File: config.mk
export PLATFORM = sky130hd
export DESIGN_NAME = ex_imm_unit
export DESIGN_NICKNAME = d
export VERILOG_FILES = /design/src/rtl/ex_imm_unit.sv
export SDC_FILE = /design/constraint.sdc
export NUM_CORES = 1
export LEC_CHECK = 0
export CAP_MARGIN = 20
export CORE_UTILIZATION = 30
export CTS_BUF_LIST = sky130_fd_sc_hd__clkbuf_16
export CTS_CLUSTER_SIZE = 12
export DETAILED_ROUTE_END_ITERATION = 16
export GPL_TIMING_DRIVEN = 0
export MAX_ROUTING_LAYER = met4
export PLACE_DENSITY_LB_ADDON = 0.1
export SETUP_SLACK_MARGIN = 0.1
export SLEW_MARGIN = 5
export SYNTH_ARGS = -nofsm -noshare
export SYNTH_HDL_FRONTEND = slang
export SYNTH_SLANG_ARGS = --single-unit
File: constraint.sdc
create_clock -name clk -period 6.5 [get_ports clk]
set_input_delay 1.3 -clock clk [delete_from_list [all_inputs] [get_ports clk]]
set_output_delay 1.3 -clock clk [all_outputs]
set_load 0.02 [all_outputs]
File: src/rtl/ex_imm_unit.sv
// rtl/ex_imm_unit.sv - execute stage for immediate-class integer instructions
//
// Purpose: registers decoded ID outputs into an ID/EX latch, computes the
// ORI/ANDI/XORI/LUI/ADDI/ADDIU/SLTI/SLTIU result, exposes it combinationally
// on the forwarding port and registers it into the EX/MEM latch.
//
// Configuration macro: EX_OVERFLOW_TRAP_EN
//   defined   : ADDI signed overflow suppresses the write and sets mem_overflow
//   undefined : ADDI wraps like ADDIU, mem_overflow is constant 0
//
// Ports:
//   clk, rst               clock, synchronous active-high reset
//   stall, flush           hold both latches / clear both latches (flush wins)
//   id_valid, id_inst_op   instruction present from ID and its opcode
//   id_operand_1/2         rs value and pre-extended immediate
//   id_write_reg_en/addr   destination write request and register
//   fwd_write_en/addr/data EX-stage result for same-cycle forwarding
//   mem_valid              EX/MEM latch holds an instruction
//   mem_write_reg_en/addr  registered effective write enable and destination
//   mem_result             registered result
//   mem_overflow           registered ADDI overflow flag
module ex_imm_unit (
  input  logic        clk,
  input  logic        rst,
  input  logic        stall,
  input  logic        flush,
  input  logic        id_valid,
  input  logic [5:0]  id_inst_op,
  input  logic [31:0] id_operand_1,
  input  logic [31:0] id_operand_2,
  input  logic        id_write_reg_en,
  input  logic [4:0]  id_write_reg_addr,
  output logic        fwd_write_en,
  output logic [4:0]  fwd_write_addr,
  output logic [31:0] fwd_write_data,
  output logic        mem_valid,
  output logic        mem_write_reg_en,
  output logic [4:0]  mem_write_reg_addr,
  output logic [31:0] mem_result,
  output logic        mem_overflow
);

  localparam logic [5:0] OP_ADDI  = 6'b001000;
  localparam logic [5:0] OP_ADDIU = 6'b001001;
  localparam logic [5:0] OP_SLTI  = 6'b001010;
  localparam logic [5:0] OP_SLTIU = 6'b001011;
  localparam logic [5:0] OP_ANDI  = 6'b001100;
  localparam logic [5:0] OP_ORI   = 6'b001101;
  localparam logic [5:0] OP_XORI  = 6'b001110;
  localparam logic [5:0] OP_LUI   = 6'b001111;

  logic        r_ex_valid;
  logic [5:0]  r_ex_op;
  logic [31:0] r_ex_op1;
  logic [31:0] r_ex_op2;
  logic        r_ex_wen;
  logic [4:0]  r_ex_waddr;

  logic        r_mem_valid;
  logic        r_mem_wen;
  logic [4:0]  r_mem_waddr;
  logic [31:0] r_mem_result;
  logic        r_mem_overflow;

  logic [31:0] w_sum;
  logic [31:0] w_result;
  logic        w_known_op;
  logic        w_ovf_kill;
  logic        w_wen_eff;

  // ID/EX latch. A bubble (id_valid=0) is stored as all-zero so stale
  // operands never leak into the result or destination fields.
  always_ff @(posedge clk) begin
    if (rst || flush) begin
      r_ex_valid <= 1'b0;
      r_ex_op    <= 6'd0;
      r_ex_op1   <= 32'd0;
      r_ex_op2   <= 32'd0;
      r_ex_wen   <= 1'b0;
      r_ex_waddr <= 5'd0;
    end else if (!stall) begin
      r_ex_valid <= id_valid;
      r_ex_op    <= id_valid ? id_inst_op        : 6'd0;
      r_ex_op1   <= id_valid ? id_operand_1      : 32'd0;
      r_ex_op2   <= id_valid ? id_operand_2      : 32'd0;
      r_ex_wen   <= id_valid & id_write_reg_en;
      r_ex_waddr <= id_valid ? id_write_reg_addr : 5'd0;
    end
  end

  assign w_sum = r_ex_op1 + r_ex_op2;

  always_comb begin
    w_result   = 32'd0;
    w_known_op = 1'b1;
    case (r_ex_op)
      OP_ORI:            w_result = r_ex_op1 | r_ex_op2;
      OP_ANDI:           w_result = r_ex_op1 & r_ex_op2;
      OP_XORI:           w_result = r_ex_op1 ^ r_ex_op2;
      OP_LUI:            w_result = r_ex_op2;
      OP_ADDI, OP_ADDIU: w_result = w_sum;
      OP_SLTI:           w_result = {31'd0, $signed(r_ex_op1) < $signed(r_ex_op2)};
      OP_SLTIU:          w_result = {31'd0, r_ex_op1 < r_ex_op2};
      default: begin
        w_result   = 32'd0;
        w_known_op = 1'b0;
      end
    endcase
  end

`ifdef EX_OVERFLOW_TRAP_EN
  // Signed overflow: operands share a sign and the sum's sign differs.
  assign w_ovf_kill = r_ex_valid && (r_ex_op == OP_ADDI) &&
                      (r_ex_op1[31] == r_ex_op2[31]) && (w_sum[31] != r_ex_op1[31]);
`else
  assign w_ovf_kill = 1'b0;
`endif

  assign w_wen_eff = r_ex_valid & r_ex_wen & (r_ex_waddr != 5'd0) & w_known_op & ~w_ovf_kill;

  assign fwd_write_en   = w_wen_eff;
  assign fwd_write_addr = r_ex_waddr;
  assign fwd_write_data = w_wen_eff ? w_result : 32'd0;

  // EX/MEM latch.
  always_ff @(posedge clk) begin
    if (rst || flush) begin
      r_mem_valid    <= 1'b0;
      r_mem_wen      <= 1'b0;
      r_mem_waddr    <= 5'd0;
      r_mem_result   <= 32'd0;
      r_mem_overflow <= 1'b0;
    end else if (!stall) begin
      r_mem_valid    <= r_ex_valid;
      r_mem_wen      <= w_wen_eff;
      r_mem_waddr    <= r_ex_waddr;
      r_mem_result   <= w_result;
      r_mem_overflow <= w_ovf_kill;
    end
  end

  assign mem_valid          = r_mem_valid;
  assign mem_write_reg_en   = r_mem_wen;
  assign mem_write_reg_addr = r_mem_waddr;
  assign mem_result         = r_mem_result;
  assign mem_overflow       = r_mem_overflow;

endmodule

=== Word-level counts from Yosys, hierarchy flattened ===
Index checks and enable logic that the tools add are counted.

* Add/sub/neg operators: 1
* Order comparisons: 2
* Equality and inequality tests: 8
* Multiplexer cells: 7
* Bitwise gates (word level): 7
* Reduce and logical (&&, ||, !) cells: 4

{| class="wikitable"
|+ Operators with widths
! operator !! number
|-
| one-hot mux 32 bit (7 select lines) || 1
|-
| two-way mux 32 bit || 3
|-
| < comparator 32 bit || 2
|-
| equality test 6 x 4 -> 1 bit (second input constant) || 8
|-
| adder 32 bit || 1
|-
| AND 32 bit || 1
|-
| OR 32 bit || 1
|-
| XOR 32 bit || 1
|-
| OR reduction 8 bit || 1
|-
| two-way mux 6 bit || 1
|-
| two-way mux 5 bit || 1
|-
| nonzero test 5 bit || 1
|-
| AND 1 bit || 4
|-
| OR reduction 2 bit || 1
|-
| logical OR 1 bit || 1
|-
| two-way mux 1 bit || 1
|}

* Register bits: 116
* Input port bits: 81
* Output and inout bits: 78
* Logic and storage cells: 39

=== Depth between registers and ports, before layout ===
* Depth after elaboration: 5
* Depth in mapped cells: 11
* Mapped depth without buffers: 11

=== Least setup slack after synthesis ===
No wires, ideal clock.

* Path kind: reg2out
* From: reg r_ex_op2[0]
* To: out fwd_write_data[28]
* Arrival: 2652 ps
* Data required time: 5200 ps
* Setup slack: 2548 ps
* Stages on the path, launching flop included: 12
* Buffers on the path: 0
* Cells stage by stage: dfxtp_1 > ha_1 > inv_1 > fa_1 > nor2b_4 > o31a_1 > o31ai_4 > a211oi_4 > o2111ai_1 > and3_1 > o31a_1 > nor2_1

* Longest elaborated chain between the ends: 3

{| class="wikitable"
|+ Ends and longest elaborated chain
! what !! line !! source
|-
| from (decl) || 55 || <nowiki>logic [31:0] r_ex_op2;</nowiki>
|-
| from (signal assigned) || 85 || <nowiki>r_ex_op2 <= id_valid ? id_operand_2 : 32'd0;</nowiki>
|-
| adder 32 bit || 91 || <nowiki>assign w_sum = r_ex_op1 + r_ex_op2;</nowiki>
|-
| one-hot mux 32 bit (7 select lines) || 96 || <nowiki>case (r_ex_op)</nowiki>
|-
| two-way mux 32 bit || 123 || <nowiki>assign fwd_write_data = w_wen_eff ? w_result : 32'd0;</nowiki>
|-
| to (decl) || 35 || <nowiki>output logic [31:0] fwd_write_data,</nowiki>
|}

No other way between the ends.

=== Worst setup path in the final report ===
* From: reg r_ex_op[0]
* To: out fwd_write_data[10]

* Longest elaborated chain between the ends: 5
* Elaborated cells on any way between the ends: 14
* Those cells by class: eq/ne: 8; mux: 3; bitwise: 1; reduce/logical: 2

{| class="wikitable"
|+ Ends and longest elaborated chain
! what !! line !! source
|-
| from (decl) || 53 || <nowiki>logic [5:0] r_ex_op;</nowiki>
|-
| from (signal assigned) || 83 || <nowiki>r_ex_op <= id_valid ? id_inst_op : 6'd0;</nowiki>
|-
| equality test 6 x 4 -> 1 bit || 96 ||
|-
| OR reduction 8 bit (no line) || n/a ||
|-
| two-way mux 1 bit || 96 ||
|-
| AND 1 bit || 119 || <nowiki>assign w_wen_eff = r_ex_valid & r_ex_wen & (r_ex_waddr != 5'd0) & w_known_op & ~w_ovf_kill;</nowiki>
|-
| two-way mux 32 bit (*) || 123 ||
|}

Mark *: on every way between the ends. The rest lies on a longest branch, timed or not.

==> impl_metrics.yaml <==
status:
  status: "finished, final reports clean"
clock_tree:
  ctsHoldBuffers: 0
  clock_latency_ns: 0.44
  root_buffer: "clkbuf_16"
  cts_setup_buffers: 0
  clk_pin_slew_ns: 0.06
  cts_htree_levels: 4
  cts_buffers: 17
  cts_resized: 0
  cts.sinks: 116
  clock_path_buffers: 2
  tritoncts: "built"
timing:
  worstMarginPinSlew_ns: 1.16
  period_share: 0.861
  setup-violations-final: 0
  rsz0062_at_grt: "false"
  slew_headroom: 0.224
  finalHoldViolations: 0
  tns_ns: 0
  period_needed_ns: 5.60
  skew_ns: 0.0170
  drv_slew: 0
  fmax_mhz: 179
min_path:
  min-delay-start: "mem_result[15]"
  min_to: "mem_result[15]"
  hold_path.class: "reg2reg"
  hold-path-cell-count: 2
synthesis:
  synth_seq_cells: 116
  yosys_warnings: 0
  synth_edf_count: 0
  synth-seq-area-share: 0.267
  synth_cell_type_count: 84
  syn_area_per_cell_sq_um: 8.03
  synth_area_sq_mm: 0.00871
  synthCells: 1084
  async_flop_share: 0
  synthesis.nets: 1262
  synth_ff_type: "dfxtp_1"
route:
  num_vias: 8797
  drt-total-wl_um: 36500
  vias_per_cell: 5.33
  drtIter0Drc: 650
  avgRoutedWirePerCell_um: 22.1
  antenna_left: 0
  drt-pass1-iter-count: 5
  drc: 0
floorplan:
  die_y_um: 172
  core-area_sq_mm: 0.0282
  start_util: 0.309
  die-area_sq_mm: 0.0297
  rows: 61
  chipWidth_um: 172
  pin_count: 159
critical_path:
  cp_slowest_stage_delay_ns: 0.93
  cp_slowest_cell: "clkbuf_1"
  start_kind: "flip-flop"
  reg2reg_depth: 6
  worstPathArrival_ns: 4.30
  path_class: "reg2out"
  cp.required_ns: 5.20
  worstPathMaxFanout: 10
  path_cells: "clkbuf_1 > clkbuf_1 > buf_2 > o211ai_1 > o211ai_1 > o31ai_1 > and2_1 > clkdlybuf4s50_1"
  timing.rr.end: "mem_result[6]"
  r2r-start: "r_ex_op[0]"
  rrSetupSlack_ns: 3.01
  crit_path_end_kind: "output port"
  crit_start: "r_ex_op[0]"
placement:
  dp_hpwl_um: 27100
  gp_congestion: 0.927
  numPortBuffers: 156
  placed_cells: 1618
global_route:
  antenna_found_initial: 0
  grt_pass1_vias: 8754
  grt_usage: 0.259
  grt_max_degree: 17
  overflow: 0
  grt_pass1_wl_um: 54500
power:
  total_power_mw: 1.96
  powerDensity_mw_per_mm2: 173
  vdd_drop_max_mv: 0.163
  leakagePower_nw: 4.21
cells_and_area:
  utilization: 0.402
  fillers: 2903
  area_growth_pct: 30.0
  mostFrequentLayoutCells: "159 x nor2_1, 156 x clkdlybuf4s50_1, 116 x dfxtp_1"
  finalNonFillerCells: 1650
  layout-drive-gt1-share: 0.0692
  final_common_cell: "nor2_1"
  nets: 1437
  antenna_cells: 0
flow_run:
  maxCapViolations: 0
[worst max path at each step]
stage	endpoint	slack (ns)	cells after the start
after global placement	fwd_write_data[0]	0.86	8
after detailed placement	fwd_write_data[19]	1.38	8
after floorplan	fwd_write_data[28]	2.55	11
final	fwd_write_data[10]	0.90	8
after CTS	fwd_write_data[10]	0.92	8
after global routing	fwd_write_data[19]	0.74	8
[cells in the mapped netlist, drive strengths merged, types with 5 or more instances]
| cell type | n | share of area |
|---|---|---|
| clkbuf | 56 | 0.030 |
| o21ba | 5 | 0.0057 |
| o22ai | 6 | 0.0043 |
| nor2 | 159 | 0.069 |
| a22oi | 86 | 0.074 |
| and2 | 9 | 0.0065 |
| o21ai | 52 | 0.031 |
| o21bai | 12 | 0.010 |
| o211ai | 12 | 0.010 |
| o31ai | 8 | 0.0096 |
| buf | 21 | 0.015 |
| o21a | 9 | 0.0078 |
| nor2b | 6 | 0.0052 |
| ha | 96 | 0.14 |
| a31oi | 7 | 0.0050 |
| nand3 | 13 | 0.0075 |
| nand2b | 6 | 0.0043 |
| a21o | 10 | 0.0095 |
| nand4 | 5 | 0.0036 |
| inv | 107 | 0.046 |
| dfxtp | 116 | 0.27 |
| mux4 | 16 | 0.042 |
| nand2 | 50 | 0.022 |
| and3 | 16 | 0.012 |
| xnor2 | 5 | 0.0050 |
| mux2i | 20 | 0.023 |
| nor3 | 16 | 0.0092 |
| a21oi | 77 | 0.045 |
| nor4 | 9 | 0.0082 |
| a211oi | 16 | 0.015 |
[report_power, final]
part	switching [mW]	internal, mW	leakage (nW)
logic	0.151	0.113	2.99
registers	0.0137	0.726	0.940
clock network	0.416	0.536	0.281
[kinds of logic after synthesis]
| group | after synthesis | synth area share |
|---|---|---|
| xor gates and xnor gates | 6 | 0.00604 |
| muxes | 37 | 0.0660 |
| adders and majority gates | 97 | 0.140 |
| buffers and inverters | 186 | 0.0928 |
| other | 1 | 0.000431 |
| AOI/OAI and AO/OA | 341 | 0.272 |
| and+or+nand+nor | 300 | 0.156 |
| DFF | 116 | 0.267 |
[worst max-delay path: cells and delay by family (launching register included)]
| family | cells | cell delay, ns |
|---|---|---|
| buf+inv | 4 | 2.76 |
| flops | 1 | 0.33 |
| compound gates | 3 | 0.50 |
| simple gates | 1 | 0.24 |
[area by class of cell]
type                            count  area (sq um)  area share
Sequential cell                   116          2320       0.205
Multi-Input combinational cell    782          5580       0.493
Timing Repair Buffer              156          1560       0.138
Clock buffer                       17           425      0.0376
Inverter                          107           402      0.0355
Clock inverter                     15           144      0.0127
Tap cell                          378           473      0.0418
Buffer                             79           407      0.0359
[per-layer routing]
layer / global-route usage / vias up / share of wire
li1: - / 4190 / -
met3: 0.0410 / 68 / 0.052
met4: 0.0981 / 0 / 0.032
met1: 0.330 / 4266 / 0.46
met2: 0.412 / 273 / 0.46
met5: - / - / 0
[registers in the layout, indices dropped and copies added, names as in the netlist]
register / cells
r_ex_op1: 32
mem_valid: 1
r_ex_op2: 32
r_ex_op: 6
mem_write_reg_en: 1
r_ex_valid: 1
r_ex_wen: 1
fwd_write_addr: 5
mem_write_reg_addr: 5
mem_result: 32
[through the flow]
stage | instance area [sq um] | hold slack [ns] | setup slack, ns
after CTS | 11300 | 0.481 | 0.919
final | 11300 | 0.478 | 0.903
after detailed placement | 10700 | 0.473 | 1.38
after floorplan | 8710 | 0.481 | 2.55
after global routing | 11300 | 0.489 | 0.739
after global placement | 10700 | 0.464 | 0.856
Power figures use the tool's default switching activity.
